--- src/rtl/led_sequencer_if.sv ---
// Command handshake between a requester and the LED sequencer.
interface led_sequencer_if;
  localparam int unsigned MODE_W = 2;
  localparam int unsigned RATE_W = 4;

  logic              cmd_valid;
  logic              cmd_ready;
  logic [MODE_W-1:0] cmd_mode;
  logic [RATE_W-1:0] cmd_rate;

  // Requester side
  modport master (
    output cmd_valid,
    output cmd_mode,
    output cmd_rate,
    input  cmd_ready
  );

  // Sequencer side
  modport slave (
    input  cmd_valid,
    input  cmd_mode,
    input  cmd_rate,
    output cmd_ready
  );
endinterface

--- src/rtl/led_sequencer.sv ---
// LED pattern sequencer: prescaled step strobe drives OFF/SCAN/COUNT/BLINK
// patterns; new commands are parked until the next unpaused step.
module led_sequencer #(
  parameter int unsigned PRESCALE_WIDTH = 18
) (
  input  logic                  clk,
  input  logic                  rst_n,
  led_sequencer_if.slave        cmd,
  input  logic                  pause,
  output logic [7:0]            leds,
  output logic                  busy,
  output logic                  tick
);

  localparam int unsigned PW     = PRESCALE_WIDTH;
  localparam int unsigned LED_W  = 8;
  localparam int unsigned RATE_W = 4;

  localparam logic [PW-1:0]    CNT_ONE  = PW'(1);
  localparam logic [PW-1:0]    CNT_ONES = '1;
  localparam logic [LED_W-1:0] LED_ONE  = LED_W'(1);

  typedef enum logic [1:0] {
    MODE_OFF   = 2'd0,
    MODE_SCAN  = 2'd1,
    MODE_COUNT = 2'd2,
    MODE_BLINK = 2'd3
  } mode_e;

  typedef enum logic {
    ST_RUN     = 1'b0,
    ST_PENDING = 1'b1
  } state_e;

  typedef enum logic {
    DIR_LEFT  = 1'b0,
    DIR_RIGHT = 1'b1
  } dir_e;

  state_e              state_q, state_d;
  mode_e               mode_q, mode_d;
  mode_e               pmode_q, pmode_d;
  logic [RATE_W-1:0]   rate_q, rate_d;
  logic [RATE_W-1:0]   prate_q, prate_d;
  dir_e                dir_q, dir_d;
  logic [LED_W-1:0]    leds_q, leds_d;
  logic                tick_q, tick_d;
  logic [PW-1:0]       cnt_q;

  logic [PW-1:0]       mask_c;
  logic                raw_tick_c;
  logic                step_c;

  // Pattern loaded when a command takes effect.
  function automatic logic [LED_W-1:0] init_pattern(input mode_e m);
    logic [LED_W-1:0] p;
    p = '0;
    case (m)
      MODE_OFF:   p = '0;
      MODE_SCAN:  p = LED_ONE;
      MODE_COUNT: p = '0;
      MODE_BLINK: p = '1;
    endcase
    return p;
  endfunction

  // Free-running prescaler; never frozen by pause or commands.
  always_ff @(posedge clk or negedge rst_n) begin
    if (!rst_n) begin
      cnt_q <= '0;
    end else begin
      cnt_q <= cnt_q + CNT_ONE;
    end
  end

  // Step strobe: counter bits under the rate mask all set (mask 0 -> every cycle).
  always_comb begin
    mask_c = '0;
    if (32'(rate_q) < PW) begin
      mask_c = CNT_ONES >> rate_q;
    end
    raw_tick_c = ((cnt_q & mask_c) == mask_c);
    step_c     = raw_tick_c & ~pause;
  end

  // Controller, pattern and strobe registers.
  always_ff @(posedge clk or negedge rst_n) begin
    if (!rst_n) begin
      state_q <= ST_RUN;
      mode_q  <= MODE_SCAN;
      pmode_q <= MODE_OFF;
      rate_q  <= '0;
      prate_q <= '0;
      dir_q   <= DIR_LEFT;
      leds_q  <= LED_ONE;
      tick_q  <= 1'b0;
    end else begin
      state_q <= state_d;
      mode_q  <= mode_d;
      pmode_q <= pmode_d;
      rate_q  <= rate_d;
      prate_q <= prate_d;
      dir_q   <= dir_d;
      leds_q  <= leds_d;
      tick_q  <= tick_d;
    end
  end

  // Next-state: step the active pattern in RUN, park commands, apply on a step in PENDING.
  always_comb begin
    state_d = state_q;
    mode_d  = mode_q;
    pmode_d = pmode_q;
    rate_d  = rate_q;
    prate_d = prate_q;
    dir_d   = dir_q;
    leds_d  = leds_q;
    tick_d  = step_c;

    case (state_q)
      ST_RUN: begin
        if (step_c) begin
          case (mode_q)
            MODE_OFF: begin
              leds_d = '0;
            end
            MODE_SCAN: begin
              // End LED dwells one extra step while the direction flips.
              if (dir_q == DIR_LEFT) begin
                if (leds_q[LED_W-1]) begin
                  dir_d = DIR_RIGHT;
                end else begin
                  leds_d = leds_q << 1;
                end
              end else begin
                if (leds_q[0]) begin
                  dir_d = DIR_LEFT;
                end else begin
                  leds_d = leds_q >> 1;
                end
              end
            end
            MODE_COUNT: begin
              leds_d = leds_q + LED_ONE;
            end
            MODE_BLINK: begin
              leds_d = ~leds_q;
            end
          endcase
        end
        // Acceptance is not gated by pause; the step above is unaffected.
        if (cmd.cmd_valid) begin
          pmode_d = mode_e'(cmd.cmd_mode);
          prate_d = cmd.cmd_rate;
          state_d = ST_PENDING;
        end
      end
      ST_PENDING: begin
        if (step_c) begin
          mode_d  = pmode_q;
          rate_d  = prate_q;
          leds_d  = init_pattern(pmode_q);
          dir_d   = DIR_LEFT;
          state_d = ST_RUN;
        end
      end
    endcase
  end

  assign leds          = leds_q;
  assign tick          = tick_q;
  assign busy          = (state_q == ST_PENDING);
  assign cmd.cmd_ready = (state_q == ST_RUN);

endmodule

--- src/flat_wrapper.sv ---
// flat-port wrapper written by rule: the top's interface ports become plain ports
module led_sequencer_flat 
#(
  parameter int unsigned PRESCALE_WIDTH = 18
)
  (clk, rst_n, pause, leds, busy, tick, cmd_cmd_valid, cmd_cmd_mode, cmd_cmd_rate, cmd_cmd_ready);
  led_sequencer_if cmd_i ();
  input  logic clk;
  input  logic rst_n;
  input  logic pause;
  output logic [7:0] leds;
  output logic busy;
  output logic tick;
  input wire logic [$bits(cmd_i.cmd_valid)-1:0] cmd_cmd_valid;
  input wire logic [$bits(cmd_i.cmd_mode)-1:0] cmd_cmd_mode;
  input wire logic [$bits(cmd_i.cmd_rate)-1:0] cmd_cmd_rate;
  output wire logic [$bits(cmd_i.cmd_ready)-1:0] cmd_cmd_ready;
  assign cmd_i.cmd_valid = cmd_cmd_valid;
  assign cmd_i.cmd_mode = cmd_cmd_mode;
  assign cmd_i.cmd_rate = cmd_cmd_rate;
  assign cmd_cmd_ready = cmd_i.cmd_ready;
  led_sequencer #(.PRESCALE_WIDTH(PRESCALE_WIDTH)) u_core (.clk(clk), .rst_n(rst_n), .cmd(cmd_i), .pause(pause), .leds(leds), .busy(busy), .tick(tick));
endmodule
--- config.mk ---
export PLATFORM = sky130hd
export DESIGN_NAME = led_sequencer_flat
export DESIGN_NICKNAME = d
export VERILOG_FILES = /design/src/rtl/led_sequencer_if.sv /design/src/rtl/led_sequencer.sv /design/src/flat_wrapper.sv
export SDC_FILE = /design/constraint.sdc
export NUM_CORES = 1
export LEC_CHECK = 0
export BUFFER_PORTS_ARGS = -buffer_cell sky130_fd_sc_hd__buf_2
export CAP_MARGIN = 20
export CORE_ASPECT_RATIO = 1.4
export CORE_MARGIN = 5
export CORE_UTILIZATION = 50
export CTS_BUF_LIST = sky130_fd_sc_hd__clkbuf_4 sky130_fd_sc_hd__clkbuf_8 sky130_fd_sc_hd__clkbuf_16
export DETAILED_ROUTE_END_ITERATION = 16
export GPL_TIMING_DRIVEN = 0
export PLACE_DENSITY_LB_ADDON = 0.3
export SYNTH_ARGS = -nofsm -noshare
export SYNTH_HDL_FRONTEND = slang
export SYNTH_SLANG_ARGS = --single-unit
--- constraint.sdc ---
create_clock -name clk -period 3.3 [get_ports clk]
set_input_delay 0.66 -clock clk [delete_from_list [all_inputs] [get_ports clk]]
set_output_delay 0.66 -clock clk [all_outputs]
set_load 0.005 [all_outputs]
==> reports/metrics.csv <==
metric,value,unit
status,"complete, no violations",
nets,266,
post_cts_buffers,0,
row_count,29,
design_area,0.00266,sq mm
synth_area,0.00237,sq mm
multiInputGateArea,0.00122,sq mm
r2r-start,u_core.rate_q[2]$_DFFE_PN0P_,
clock_path_buffers,2,
critPathLaunchType,register,
grt.overflow.total,0,
drc,0,
crit_required,3.48,ns
die_w,68.2,um
tritoncts,done,
totalWireLength,4.95,mm
synth_edf_count,0,
cts-resized-gates,0,
cts_root_buf,clkbuf_8,
grt_max_degree,42,
dpl.hpwl,3.57,mm
drive_gt1_share,26.0,%
critical_path_class,reg2reg,
finalHoldViolCount,0,
synth.top_cell.area_share,41.2,%
vdd_ir_drop_max,288,uV
synth_top_area_cell,dfrtp_1,
cts_buffers,5,
synthTopCellsByArea,"dfrtp_1 (41%), mux2_2 (7.1%), xnor2_1 (3.7%), nand2_1 (3.0%), nand3_1 (3.0%)",
vias,1849,
grt_pass1_vias,1767,
start_util,51.8,%
synth_async_sr_flop_share,100,%
endpoint_kind,register,
setup_violations,0,
slew_headroom,39.6,%
r2r_cells,7,
synth_cells,226,
p_per_area,359,mW/mm^2
drt_iter0_markers,219,
avgRoutedWirePerCell,15.7,um
die_area,0.00623,sq mm
ctsHtreeMaxLevel,2,
io_pins,21,
timing.hold.ws,0.487,ns
synthesis.nets,239,
grt_usage,17.4,%
p_leak,1.17,nW
post-route-period-util,69.3,%
fin_util,58.2,%
rsz0062_at_grt,false,
crit_fanout,10,
fillers,412,
worstPathArrival,2.47,ns
n_antenna_cell,0,
core,0.00457,sq mm
ys_seq_area_share,43.4,%
period_needed,2.29,ns
fp.dieH,91.4,um
area_growth,12.4,%
antenna_left,0,
fmax,0.437,GHz
power,0.955,mW
holdCritPathClass,in2async,
io_buffers,20,
dr.pass1.iters,4,
clk_pin_slew,0.08,ns
cts.sinks,41,
vias_per_cell,5.85,
avgSynthCellArea,10.5,sq um
rrSetupSlack,1.01,ns
seqCellArea,0.00103,sq mm
finClkSkew,0.00900,ns
synth-main-ff-cell,dfrtp_1,
r2r_end,u_core.leds[3]$_DFFE_PN0P_,
layout_commonest_cell,dfrtp_1,
layout_common_cells,"dfrtp_1 (39), buf_2 (23), nand2_1 (19)",
antenna_found_initial,0,
drv_cap,0,
ys_ff_latch,41,
holdBufCountCts,0,
yosysWarnings,0,
drv_slew,0,
clock_latency,0.29,ns
grt_pass1_wl,8.36,mm
place_area,0.00254,sq mm
worstMarginPinSlew,0.906,ns
tns,0,ns
gp_congestion,0.862,
synth_cell_types,53,
==> sequential cells by signal, summed over array words and instances (netlist names) <==
| name | count |
|---|---|
| u_core.busy | 1 |
| u_core.cnt_q | 18 |
| u_core.dir_q | 1 |
| u_core.leds | 8 |
| u_core.mode_q | 2 |
| u_core.pmode_q | 2 |
| u_core.prate_q | 4 |
| u_core.rate_q | 4 |
| u_core.tick | 1 |
==> through the flow <==
stage,setup slack (ns),instances
3_5_place_dp,0.917,308
2_1_floorplan,1.11,226
3_3_place_gp,0.929,308
5_1_grt,0.870,316
4_1_cts,0.987,316
6_report,1.01,316
==> Yosys cell counts, drive strengths merged, types with 2 or more instances <==
| master | n |
|---|---|
| nand4 | 3 |
| o221ai | 4 |
| and3 | 4 |
| nor3 | 10 |
| xor2 | 7 |
| o21ai | 8 |
| dfrtp | 39 |
| o32ai | 4 |
| o2bb2ai | 2 |
| nor2 | 10 |
| mux2 | 19 |
| xnor2 | 10 |
| and4 | 3 |
| nor4 | 2 |
| nand2 | 19 |
| a21oi | 11 |
| clkbuf | 6 |
| inv | 7 |
| o21bai | 2 |
| nor3b | 2 |
| o311a | 2 |
| ha | 3 |
| buf | 8 |
| dfstp | 2 |
| nand2b | 2 |
| a31oi | 3 |
| nand3 | 14 |
==> worst max-delay path by stage <==
stage                     slack [ns]                         end                          from
after floorplan                 1.11  u_core.leds[1]$_DFFE_PN0P_                         pause
after global placement          0.93  u_core.leds[4]$_DFFE_PN0P_                         pause
after detailed placement        0.92  u_core.leds[3]$_DFFE_PN0P_                         pause
after CTS                       0.99  u_core.leds[3]$_DFFE_PN0P_     u_core.cnt_q[0]$_DFF_PN0_
after global routing            0.87  u_core.leds[4]$_DFFE_PN0P_  u_core.rate_q[2]$_DFFE_PN0P_
final                           1.01  u_core.leds[3]$_DFFE_PN0P_  u_core.rate_q[2]$_DFFE_PN0P_
==> cell families after synthesis <==
| group | Yosys count | synth area share, % |
|---|---|---|
| muxes | 19 | 9.67 |
| adders and majority gates | 4 | 2.01 |
| AOI/OAI and AO/OA | 47 | 14.6 |
| and+or+nand+nor | 77 | 19.0 |
| DFF | 41 | 43.4 |
| xor gates and xnor gates | 17 | 6.29 |
| buffers and inverters | 21 | 4.92 |
==> worst max-delay path, stage by stage (launching register included) <==
cell and delay [ns]:
dfrtp_1 0.40, buf_2 0.23, a21oi_1 0.10, nor3_2 0.19, o311ai_2 0.25, or4b_4 0.55
buf_6 0.16, mux2_4 0.29
==> final cells by class <==
class                      count  area share [%]
buffer                        14            3.39
multi-input combinational    164            46.0
timing repair buffer          20            3.76
tap                           62            2.92
clock inverter                 3            1.74
sequential                    41            38.7
inverter                       7           0.988
clock buffer                   5            2.59
==> where the power goes <==
group / total, mW / switching [mW] / internal, mW
clock network: 0.406 / 0.180 / 0.226
logic: 0.0326 / 0.0177 / 0.0149
registers: 0.516 / 0.00542 / 0.511
total: 0.955 / 0.203 / 0.752
==> metal layers <==
metal	share of wire (%)	GRT usage, %
met1	40	20.3
met2	53	30.0
met3	4.6	3.33
met4	2.7	7.63
met5	0	0
Note: power is estimated with default switching activity, not from simulation.
